[src/rtl/onn_pkg.sv]
// ---------------------------------------------------------------------------
// onn_pkg
// Shared constants and types for the ONN run controller slice.
//   N_OSC       : oscillator count (pattern width)
//   LOAD_CYC    : cycles osc_load is held high
//   SETTLE_CYC  : cycles after load during which status flags are ignored
//   MAX_RUN     : RUN-state cycle limit before timeout
//   MAX_RETRY   : reloads allowed after an inconsistent indication
//   state_e     : controller state encoding (3 bits, 6 states)
// ---------------------------------------------------------------------------
package onn_pkg;

  localparam int N_OSC      = 15;
  localparam int LOAD_CYC   = 4;
  localparam int SETTLE_CYC = 128;
  localparam int MAX_RUN    = 100000;
  localparam int MAX_RETRY  = 3;

  localparam int RUNCNT_W   = 17;
  localparam int RETRY_W    = 2;

  typedef enum logic [2:0] {
    ST_IDLE    = 3'd0,
    ST_LOAD    = 3'd1,
    ST_SETTLE  = 3'd2,
    ST_RUN     = 3'd3,
    ST_CAPTURE = 3'd4,
    ST_DONE    = 3'd5
  } state_e;

endpackage

[src/rtl/onn_run_controller_if.sv]
// ---------------------------------------------------------------------------
// onn_run_controller_if
// Bundles the host-side command/result signals and the oscillator-array /
// status-monitor signals of the run controller.
//   master : controller view (drives osc_*, busy, done, result fields)
//   slave  : host + array view (drives start, abort, pattern, status, state)
// ---------------------------------------------------------------------------
interface onn_run_controller_if;
  import onn_pkg::*;

  // host side
  logic                start;
  logic                abort;
  logic [N_OSC-1:0]    pattern_in;
  logic                busy;
  logic                done;
  logic [N_OSC-1:0]    result;
  logic                result_valid;
  logic                converged;
  logic                timeout;
  logic [RETRY_W-1:0]  retry_cnt;
  logic [RUNCNT_W-1:0] run_cycles;

  // oscillator array / status monitor side
  logic                full_tick;
  logic                steady_cheak;
  logic                inconsistant_cheak;
  logic [N_OSC-1:0]    osc_state;
  logic                osc_load;
  logic [N_OSC-1:0]    osc_pattern;
  logic                osc_run;

  modport master (
    input  start, abort, pattern_in, full_tick, steady_cheak,
           inconsistant_cheak, osc_state,
    output osc_load, osc_pattern, osc_run, busy, done, result,
           result_valid, converged, timeout, retry_cnt, run_cycles
  );

  modport slave (
    output start, abort, pattern_in, full_tick, steady_cheak,
           inconsistant_cheak, osc_state,
    input  osc_load, osc_pattern, osc_run, busy, done, result,
           result_valid, converged, timeout, retry_cnt, run_cycles
  );

endinterface

[src/rtl/onn_phase_timer.sv]
// ---------------------------------------------------------------------------
// onn_phase_timer
// Single down-counter timing the LOAD and SETTLE phases.
//   clk, rst_n  : clock, async active-low reset
//   load_i      : (re)start the timer with load_val_i cycles
//   load_val_i  : phase length in cycles (>= 1)
//   expire_o    : high during the last cycle of the loaded phase
// ---------------------------------------------------------------------------
module onn_phase_timer #(
  parameter int W = 8
) (
  input  logic         clk,
  input  logic         rst_n,
  input  logic         load_i,
  input  logic [W-1:0] load_val_i,
  output logic         expire_o
);

  logic [W-1:0] count_q;
  logic         active_q;

  // Counting from load_val-1 down to 0 makes expire fall on the final cycle.
  always_ff @(posedge clk or negedge rst_n) begin
    if (!rst_n) begin
      count_q  <= '0;
      active_q <= 1'b0;
    end else if (load_i) begin
      count_q  <= load_val_i - W'(1);
      active_q <= 1'b1;
    end else if (active_q) begin
      if (count_q == '0) active_q <= 1'b0;
      else               count_q  <= count_q - W'(1);
    end
  end

  assign expire_o = active_q && (count_q == '0);

endmodule

[src/rtl/onn_run_controller.sv]
// ---------------------------------------------------------------------------
// onn_run_controller
// Sequences one ONN inference run: load pattern, settle, run until the
// status monitor reports steady / inconsistent (with reloads) or a cycle
// limit is hit, then capture the oscillator state as the recalled pattern.
//   sclk, rst_n : system clock, async active-low reset
//   bus         : onn_run_controller_if.master (host + array signals)
// ---------------------------------------------------------------------------
module onn_run_controller
  import onn_pkg::*;
#(
  parameter int LOAD_CYC_P   = LOAD_CYC,
  parameter int SETTLE_CYC_P = SETTLE_CYC,
  parameter int MAX_RUN_P    = MAX_RUN,
  parameter int MAX_RETRY_P  = MAX_RETRY
) (
  input  logic                 sclk,
  input  logic                 rst_n,
  onn_run_controller_if.master bus
);

  localparam int TW = $clog2((SETTLE_CYC_P > LOAD_CYC_P ? SETTLE_CYC_P : LOAD_CYC_P) + 1);

  state_e               state_q, state_d;
  logic [N_OSC-1:0]     pattern_q, result_q;
  logic [RETRY_W-1:0]   retry_q;
  logic [RUNCNT_W-1:0]  run_cycles_q, run_cnt_inc;
  logic                 result_valid_q, converged_q, timeout_q;
  logic                 tmr_load, tmr_expire;
  logic [TW-1:0]        tmr_val;
  logic                 steady_hit, incons_hit, run_limit, start_acc;
  logic                 osc_load_c, osc_run_c, busy_c, done_c;

  // Status flags are only meaningful while full_tick is low.
  assign steady_hit  = !bus.full_tick && bus.steady_cheak;
  assign incons_hit  = !bus.full_tick && bus.inconsistant_cheak && !bus.steady_cheak;
  assign run_cnt_inc = (&run_cycles_q) ? run_cycles_q : run_cycles_q + RUNCNT_W'(1);
  assign run_limit   = (run_cnt_inc == RUNCNT_W'(MAX_RUN_P - 1));
  assign start_acc   = (state_q == ST_IDLE) && bus.start && !bus.abort;

  // Timer restarts on every entry into LOAD or SETTLE (including retries).
  assign tmr_load = (state_d != state_q) && (state_d == ST_LOAD || state_d == ST_SETTLE);
  assign tmr_val  = (state_d == ST_LOAD) ? TW'(LOAD_CYC_P) : TW'(SETTLE_CYC_P);

  onn_phase_timer #(.W(TW)) u_timer (
    .clk        (sclk),
    .rst_n      (rst_n),
    .load_i     (tmr_load),
    .load_val_i (tmr_val),
    .expire_o   (tmr_expire)
  );

  // State register
  always_ff @(posedge sclk or negedge rst_n) begin
    if (!rst_n) state_q <= ST_IDLE;
    else        state_q <= state_d;
  end

  // Next-state logic; abort overrides everything, including start in IDLE
  always_comb begin
    state_d = state_q;
    if (bus.abort) begin
      state_d = ST_IDLE;
    end else begin
      case (state_q)
        ST_IDLE:    if (bus.start) state_d = ST_LOAD;
        ST_LOAD:    if (tmr_expire) state_d = ST_SETTLE;
        ST_SETTLE:  if (tmr_expire) state_d = ST_RUN;
        ST_RUN: begin
          if (steady_hit)      state_d = ST_CAPTURE;
          else if (incons_hit) state_d = (retry_q < RETRY_W'(MAX_RETRY_P)) ? ST_LOAD : ST_CAPTURE;
          else if (run_limit)  state_d = ST_CAPTURE;
        end
        ST_CAPTURE: state_d = ST_DONE;
        ST_DONE:    state_d = ST_IDLE;
        default:    state_d = ST_IDLE;
      endcase
    end
  end

  // Moore outputs
  always_comb begin
    osc_load_c = 1'b0;
    osc_run_c  = 1'b0;
    busy_c     = (state_q != ST_IDLE);
    done_c     = 1'b0;
    case (state_q)
      ST_LOAD:   osc_load_c = 1'b1;
      ST_SETTLE: osc_run_c  = 1'b1;
      ST_RUN:    osc_run_c  = 1'b1;
      ST_DONE:   done_c     = 1'b1;
      default:   ;
    endcase
  end

  // Run bookkeeping and result capture
  always_ff @(posedge sclk or negedge rst_n) begin
    if (!rst_n) begin
      pattern_q      <= '0;
      result_q       <= '0;
      retry_q        <= '0;
      run_cycles_q   <= '0;
      result_valid_q <= 1'b0;
      converged_q    <= 1'b0;
      timeout_q      <= 1'b0;
    end else begin
      if (start_acc) begin
        pattern_q      <= bus.pattern_in;
        retry_q        <= '0;
        result_valid_q <= 1'b0;
        converged_q    <= 1'b0;
        timeout_q      <= 1'b0;
      end
      if (bus.abort && state_q != ST_IDLE) result_valid_q <= 1'b0;
      if (state_d == ST_LOAD && state_q != ST_LOAD) run_cycles_q <= '0;
      if (state_q == ST_RUN && (state_d == ST_RUN || state_d == ST_CAPTURE))
        run_cycles_q <= run_cnt_inc;
      if (state_q == ST_RUN && state_d == ST_LOAD) retry_q <= retry_q + RETRY_W'(1);
      if (state_q == ST_RUN && state_d == ST_CAPTURE) begin
        converged_q <= steady_hit;
        timeout_q   <= !steady_hit && !incons_hit;
      end
      if (state_q == ST_CAPTURE && state_d == ST_DONE) result_q <= bus.osc_state;
      if (state_d == ST_DONE) result_valid_q <= 1'b1;
    end
  end

  assign bus.osc_load     = osc_load_c;
  assign bus.osc_run      = osc_run_c;
  assign bus.osc_pattern  = pattern_q;
  assign bus.busy         = busy_c;
  assign bus.done         = done_c;
  assign bus.result       = result_q;
  assign bus.result_valid = result_valid_q;
  assign bus.converged    = converged_q;
  assign bus.timeout      = timeout_q;
  assign bus.retry_cnt    = retry_q;
  assign bus.run_cycles   = run_cycles_q;

endmodule

[src/flat_wrapper.sv]
// flat-port wrapper written by rule: the top's interface ports become plain ports
module onn_run_controller_flat import onn_pkg::*;
#(
  parameter int LOAD_CYC_P   = LOAD_CYC,
  parameter int SETTLE_CYC_P = SETTLE_CYC,
  parameter int MAX_RUN_P    = MAX_RUN,
  parameter int MAX_RETRY_P  = MAX_RETRY
)
  (sclk, rst_n, bus_start, bus_abort, bus_pattern_in, bus_full_tick, bus_steady_cheak, bus_inconsistant_cheak, bus_osc_state, bus_osc_load, bus_osc_pattern, bus_osc_run, bus_busy, bus_done, bus_result, bus_result_valid, bus_converged, bus_timeout, bus_retry_cnt, bus_run_cycles);
  onn_run_controller_if bus_i ();
  input  logic sclk;
  input  logic rst_n;
  input wire logic [$bits(bus_i.start)-1:0] bus_start;
  input wire logic [$bits(bus_i.abort)-1:0] bus_abort;
  input wire logic [$bits(bus_i.pattern_in)-1:0] bus_pattern_in;
  input wire logic [$bits(bus_i.full_tick)-1:0] bus_full_tick;
  input wire logic [$bits(bus_i.steady_cheak)-1:0] bus_steady_cheak;
  input wire logic [$bits(bus_i.inconsistant_cheak)-1:0] bus_inconsistant_cheak;
  input wire logic [$bits(bus_i.osc_state)-1:0] bus_osc_state;
  output wire logic [$bits(bus_i.osc_load)-1:0] bus_osc_load;
  output wire logic [$bits(bus_i.osc_pattern)-1:0] bus_osc_pattern;
  output wire logic [$bits(bus_i.osc_run)-1:0] bus_osc_run;
  output wire logic [$bits(bus_i.busy)-1:0] bus_busy;
  output wire logic [$bits(bus_i.done)-1:0] bus_done;
  output wire logic [$bits(bus_i.result)-1:0] bus_result;
  output wire logic [$bits(bus_i.result_valid)-1:0] bus_result_valid;
  output wire logic [$bits(bus_i.converged)-1:0] bus_converged;
  output wire logic [$bits(bus_i.timeout)-1:0] bus_timeout;
  output wire logic [$bits(bus_i.retry_cnt)-1:0] bus_retry_cnt;
  output wire logic [$bits(bus_i.run_cycles)-1:0] bus_run_cycles;
  assign bus_i.start = bus_start;
  assign bus_i.abort = bus_abort;
  assign bus_i.pattern_in = bus_pattern_in;
  assign bus_i.full_tick = bus_full_tick;
  assign bus_i.steady_cheak = bus_steady_cheak;
  assign bus_i.inconsistant_cheak = bus_inconsistant_cheak;
  assign bus_i.osc_state = bus_osc_state;
  assign bus_osc_load = bus_i.osc_load;
  assign bus_osc_pattern = bus_i.osc_pattern;
  assign bus_osc_run = bus_i.osc_run;
  assign bus_busy = bus_i.busy;
  assign bus_done = bus_i.done;
  assign bus_result = bus_i.result;
  assign bus_result_valid = bus_i.result_valid;
  assign bus_converged = bus_i.converged;
  assign bus_timeout = bus_i.timeout;
  assign bus_retry_cnt = bus_i.retry_cnt;
  assign bus_run_cycles = bus_i.run_cycles;
  onn_run_controller #(.LOAD_CYC_P(LOAD_CYC_P), .SETTLE_CYC_P(SETTLE_CYC_P), .MAX_RUN_P(MAX_RUN_P), .MAX_RETRY_P(MAX_RETRY_P)) u_core (.sclk(sclk), .rst_n(rst_n), .bus(bus_i));
endmodule
[config.mk]
export PLATFORM = sky130hd
export DESIGN_NAME = onn_run_controller_flat
export DESIGN_NICKNAME = d
export VERILOG_FILES = /design/src/rtl/onn_pkg.sv /design/src/rtl/onn_run_controller_if.sv /design/src/rtl/onn_phase_timer.sv /design/src/rtl/onn_run_controller.sv /design/src/flat_wrapper.sv
export SDC_FILE = /design/constraint.sdc
export NUM_CORES = 1
export LEC_CHECK = 0
export ABC_AREA = 0
export BUFFER_PORTS_ARGS = -buffer_cell sky130_fd_sc_hd__clkbuf_2
export CAP_MARGIN = 20
export CORE_UTILIZATION = 40
export DETAILED_ROUTE_END_ITERATION = 8
export PLACE_DENSITY = 0.61
export SYNTH_ARGS = -nofsm -noshare
export SYNTH_HDL_FRONTEND = slang
export SYNTH_HIERARCHICAL = 1
export SYNTH_SLANG_ARGS = --single-unit
[constraint.sdc]
create_clock -name sclk -period 4.8 [get_ports sclk]
set_input_delay 0.24 -clock sclk [delete_from_list [all_inputs] [get_ports sclk]]
set_output_delay 0.24 -clock sclk [all_outputs]
set_load 0.01 [all_outputs]
---- Word level (Yosys, flattened, before mapping) ----
Index checks and enable logic that the tools add are counted.
word-level totals
  input port bits ......................... 37
  register bits after elaboration ......... 64
  output and inout port bits .............. 56
  logic and storage cells ................. 90
operators by class
  multiplexer cells ....................... 29
  $lt $le $gt $ge ......................... 1
  reductions and logical operators ........ 32
  eq/ne operators ......................... 14
  $add $sub $neg .......................... 4
operator list
  operator                 count
  $mux W17                 3
  $mux W8                  4
  $mux W3                  8
  $add A17 B1 Y17 const B  1
  $eq A17 B17 Y1 const B   1
  $reduce_and A17 Y1       1
  $sub A8 B1 Y8 const B    2
  $pmux W3 S5              1
  $logic_and A1 B1 Y1      14
  $eq A3 B2 Y1 const B     4
  $eq A3 B3 Y1 const B     4
  $mux W1                  11
  $logic_not A8 Y1         1
  $reduce_bool A2 Y1       4
  $eq A3 B1 Y1 const B     2
  $reduce_bool A3 Y1       2
  $logic_not A1 Y1         5
  $mux W2                  2
  $logic_not A3 Y1         1
  $ne A3 B1 Y1 const B     1
  $ne A3 B3 Y1             1
  $add A2 B1 Y2 const B    1
  $logic_or A1 B1 Y1       2
  $lt A2 B2 Y1 const B     1
  3 further kinds          3

---- Longest topological paths before layout ----
  depth in word-level cells ............... 13
  gate-level depth with buffers ........... 19
  gate-level depth less buffers ........... 16

---- By module ----
Netlist, hierarchy kept.
by module, submodules not included
  module              cells an instance  seq. area each (um2)  area each (um2)  times used
  onn_run_controller  278                1376.3                2985.4           1
  onn_phase_timer     68                 225.2                 654.4            1

---- Worst setup path before layout ----
OpenSTA, ideal clock, no wires.
  path type ............................... flip-flop to flip-flop
  from .................................... reg u_core.run_cycles_q[0], in the netlist u_core/bus.run_cycles[0]
  to ...................................... reg u_core.u_timer.count_q[6]
  data arrival time ....................... 4215 ps
  setup slack ............................. 498 ps
  path buffers ............................ 3
  period minus slack after synthesis ...... 4302 ps
  setup time .............................. 87 ps
  required time ........................... 4713 ps
  cell stages (with the launch flop) ...... 19
  cell sequence ........................... dfrtp_1 > ha_1 > and4_1 > buf_6 > and4_1 > mux2i_1 > o211ai_1 > o41ai_1 > o221a_2 > nand2_1 > a211oi_1 > buf_2 > buf_1 > mux2i_1 > ha_1 > nor3b_1 > nand2_1 > xor2_1 > a32oi_1
between the ends
  cells in the longest elaborated chain, start to end .. 13
  elaborated cells on any way between the ends .. 20
  those cells by class .................... add/sub (2); eq/ne (5); mux (8); reduce/logical (5)
ends and longest elaborated chain
  item                                                                 RTL line                   text
  from (decl)                                                          onn_run_controller.sv:27   logic [RUNCNT_W-1:0] run_cycles_q, run_cnt_inc;
  from (signal assigned)                                               onn_run_controller.sv:117  run_cycles_q <= run_cnt_inc;
  $add A17 B1 Y17 or $reduce_and A17 Y1 (tied branches)                onn_run_controller.sv:37   assign run_cnt_inc = (&run_cycles_q) ? run_cycles_q : run_cycles_q + RUNCNT_W'(1);
  $mux W17 *                                                           onn_run_controller.sv:37
  $eq A17 B17 Y1 *                                                     onn_run_controller.sv:38   assign run_limit = (run_cnt_inc == RUNCNT_W'(MAX_RUN_P - 1));
  $mux W3 *                                                            onn_run_controller.sv:72   else if (run_limit) state_d = ST_CAPTURE;
  $mux W3 *                                                            onn_run_controller.sv:71   else if (incons_hit) state_d = (retry_q < RETRY_W'(MAX_RETRY_P)) ? ST_LOAD : ST_CAPTURE;
  $mux W3 *                                                            onn_run_controller.sv:70   if (steady_hit) state_d = ST_CAPTURE;
  $pmux W3 S5 *                                                        onn_run_controller.sv:65   case (state_q)
  $mux W3 *                                                            onn_run_controller.sv:62   if (bus.abort) begin
  $eq A3 B1 Y1 or $eq A3 B2 Y1 (tied branches)                         onn_run_controller.sv:42   assign tmr_load = (state_d != state_q) && (state_d == ST_LOAD || state_d == ST_SETTLE);
  $logic_or A1 B1 Y1                                                   onn_run_controller.sv:42
  $logic_and A1 B1 Y1 *                                                onn_run_controller.sv:42
  via u_core.tmr_load                                                  onn_run_controller.sv:29   logic tmr_load, tmr_expire;
  $ne A2 B1 Y1 (no source line) or $reduce_bool A2 Y1 (tied branches)  -
  $reduce_and A2 Y1 (no source line)                                   -
  to (signal assigned)                                                 onn_phase_timer.sv:28      count_q <= load_val_i - W'(1);
  to (signal assigned)                                                 onn_phase_timer.sv:32      else count_q <= count_q - W'(1);
  to (decl)                                                            onn_phase_timer.sv:19      logic [W-1:0] count_q;
The timed path passes the listed nets; every way through them passes the cells marked *.
A chain may end at the register's enable or synchronous reset.

---- Worst setup path in the final report ----
  from .................................... reg u_core.run_cycles_q[0], in the netlist u_core/bus.run_cycles[0]
  to ...................................... reg u_core.u_timer.count_q[7]
Same word-level chain as after synthesis.

==> run_results.csv <==
group,metric,value,unit
synthesis,ys_types,76,
critical_path,crit_fanout,11,
clocking,cts_buffers,9,
timing,maxSlewHeadroom,45.65,%
synthesis,syn_inst,346,
placed_design,placed_area,4277,sq um
critical_path,cp_common_cell,"or4_4",
global_routing,grt_max_degree,65,
placed_design,hpwl,6364,um
synthesis,ys_seq_area_share,44.00,%
drt,routed_wl,8791,um
clocking,cts.clk_slew.worst_paths,80,ps
die,fp.dieW,97.39,um
critical_path,cp-startpoint,"u_core/bus.run_cycles[0]$_DFFE_PN0P_",
timing,hold_viol,0,
synthesis,ys_ff_latch,64,
drt,post_drt_wl_per_cell,15.42,um
global_routing,grt_pass1_wl,14890,um
timing,rsz0062_at_grt,"no",
clocking,clk_latency,330,ps
layout,final_cells,570,
critical_path,crit_path_max_incr_delay,600,ps
clocking,cts_buffer_depth,2,
critical_path,critPathSlowestCell,"or4_4",
critical_path,required,5010,ps
placed_design,dp_cells,555,
drt,first_pass_iters,4,
synthesis,netlist_area,3640,sq um
clocking,cts_tree,"yes",
synthesis,synth_edf_count,0,
timing,setup_viol_count_final,0,
timing,tightest_slew,815.3,ps
layout,post-route-cell-area,4447,sq um
die,fp-row-count,34,
timing,slew_viol_final,0,
drt,drc,0,
clocking,htreeDepth,3,
critical_path,cp-end-kind,"flop",
global_routing,antenna_found_initial,0,
clocking,cts_setup_buffers,0,
timing,holdWs,100.0,ps
die,pin_count,93,
layout,nets,498,
power_and_ir_drop,p_leak,2.039,nW
clocking,root_buffer,"clkbuf_8",
timing,final.min_clock_period,4492,ps
critical_path,reg2reg_from,"u_core/bus.run_cycles[0]$_DFFE_PN0P_",
layout,layout-drive-gt1-share,37.01,%
drt,antenna_left,0,
global_routing,overflow,0,
die,core,8763,sq um
layout,fillers,838,
synthesis,yosys.area.top_type_share,44.00,%
layout,insertedDiodeCount,0,
power_and_ir_drop,ir_worst_vdd,0.1411,mV
critical_path,startpoint_type,"flop",
die,start_util,41.53,%
critical_path,r2r_setup_slack,310,ps
die,die_height,97.39,um
placed_design,place_congestion,0.9365,
drt,via_per_inst,5.519,
timing,min_period_over_period,93.58,%
synthesis,yosys-top-cells-area,"dfrtp_1, mux2_2, mux2i_1, nand2_1, nor2_1",
synthesis,async_reset_ff_share,100.0,%
global_routing,grt_usage,19.35,%
placed_design,portBuffers,92,
synthesis,synth_ff_type,"dfrtp_1",
clocking,cts_num_sinks,64,
status,status,"completed",
synthesis,yosysWarnings,6,
global_routing,first_global_vias,2982,
worst_hold_path,hold_path_class,"input port to async pin",
critical_path,reg2regPathDepth,15,
timing,max_freq,0.2226,GHz
synthesis,avgSynthCellArea,10.52,sq um
timing,finClkSkew,11.33,ps
die,fp.dieArea,9485,sq um
critical_path,crit_arrival,4700,ps
placed_design,place_ws,224.8,ps
timing,setup_ws,308.3,ps
layout,areaGrowthSynthToFinish,22.17,%
timing,setup_tns,0,ps
run,maxCapViolations,0,
power_and_ir_drop,power_density,318.0,nW/um^2
critical_path,path_cells,"ha_1 > and4_2 > a21o_1 > a311oi_2 > o2111ai_1 > or4_4 > a31oi_2 > a21oi_1 > nand2_1 > a211oi_4 > buf_4 > or4_4 > a222oi_1 > xnor2_1 > a22o_1",
critical_path,path_class,"flop to flop",
synthesis,yosys.area.top_type,"dfrtp_1",
drt,drt-initial-drc-count,167,
drt,vias,3146,
-- cell usage in the layout, fill, tap and decap left out, drive strengths merged, types with 7 or more instances in the layout --
cell	instances
buf	11
clkbuf	100
nor3	9
a21oi	15
or3	8
inv	8
dfrtp	64
mux2	32
nand4	7
o21ai	17
nand3	8
nor2	21
mux2i	8
conb	16
nand2	22
-- report_power, final --
group	total, mW	internal [mW]	leakage, nW	switching [mW]
Combinational	0.329	0.164	1.15	0.166
Clock	0.390	0.181	0.0769	0.209
Sequential	0.694	0.619	0.814	0.0750
Total	1.41	0.965	2.04	0.449
-- final cells by class --
| cell class | count | area (sq um) | area share, % |
|---|---|---|---|
| inverter | 8 | 30.03 | 0.6753 |
| tap | 108 | 135.1 | 3.039 |
| clock buffer | 9 | 123.9 | 2.786 |
| multi-input combinational | 273 | 1983 | 44.60 |
| timing repair buffer | 102 | 535.5 | 12.04 |
| sequential | 64 | 1602 | 36.02 |
| clock inverter | 6 | 37.54 | 0.8441 |
-- critical path: cells and delay by family (launching register included) --
family / cells / cell delay [ps]
AO/OA/AOI/OAI: 8 / 1700
AND/OR/NAND/NOR: 4 / 1620
XOR/XNOR: 1 / 130
flip-flops: 1 / 460
adder cells (fa/ha/maj): 1 / 260
buffers and inverters: 1 / 190
-- what timing repair did --
action	in CTS	in global routing
resized for setup	0	2
endpoints found under the setup margin	0	5
hold buffers	0	0
endpoints found under the hold margin	0	0
-- per-stage QoR --
stage               util [%]  power [mW]
CTS                    50.64       1.433
global route           50.74       1.510
global placement       48.80       1.025
finish                 50.74       1.414
detailed placement     48.80       1.031
floorplan                  -      0.9028
-- synth_stat cells, types with 3 or more instances --
cell type / number
a211oi_1: 3
a21oi_1: 15
a311oi_1: 3
a31oi_1: 5
and2_1: 5
and3_1: 5
and4_1: 4
buf_2: 5
clkbuf_1: 5
dfrtp_1: 64
ha_1: 3
inv_1: 8
mux2_2: 31
mux2i_1: 8
nand2_1: 21
nand3_1: 8
nand3b_1: 3
nand4_1: 7
nor2_1: 21
nor3_1: 9
nor3b_1: 5
nor4_1: 3
o2111ai_1: 3
o21a_1: 3
o21ai_0: 15
o31ai_1: 5
or3_1: 8
xnor2_1: 6
xor2_1: 6
-- logic make-up after synthesis --
family                     count (synthesis)  synth area share, %
other                                      1               0.1030
xor gates and xnor gates                  12                2.888
DFF                                       64                44.00
buffers and inverters                     24                3.575
adders and majority gates                  3                1.031
muxes                                     40                12.20
and+or+nand+nor                          119                19.53
AOI/OAI and AO/OA                         83                16.67
-- path summary, 6_finish.rpt --
kind                                                          to
min in group sclk          u_core/bus.osc_pattern[9]$_DFFE_PN0P_
min                        u_core/u_timer/count_q[3]$_DFFE_PN0P_
max in group asynchronous            u_core/state_q[0]$_DFF_PN0_
max reg2reg                u_core/u_timer/count_q[7]$_DFFE_PN0P_
min reg2reg                u_core/bus.osc_pattern[4]$_DFFE_PN0P_
max                        u_core/u_timer/count_q[7]$_DFFE_PN0P_
-- flip-flops by register name, indices dropped and copies added (netlist names) --
signal	cells
u_core/bus.run_cycles	17
u_core/bus.osc_pattern	15
u_core/bus.result	15
u_core/u_timer/count_q	8
u_core/state_q	3
u_core/bus.retry_cnt	2
u_core/bus.converged	1
u_core/bus.result_valid	1
u_core/bus.timeout	1
u_core/u_timer/active_q	1
-- per-layer routing --
| layer | GRT usage [%] | vias up | wire (um) |
|---|---|---|---|
| met2 | 28.19 | 114 | 3802 |
| met5 | 0 | - | 0 |
| met1 | 28.39 | 1496 | 4361 |
| met4 | 7.014 | 0 | 72 |
| li1 | - | 1530 | - |
| met3 | 3.885 | 6 | 554 |
Power figures use the tool's default switching activity.
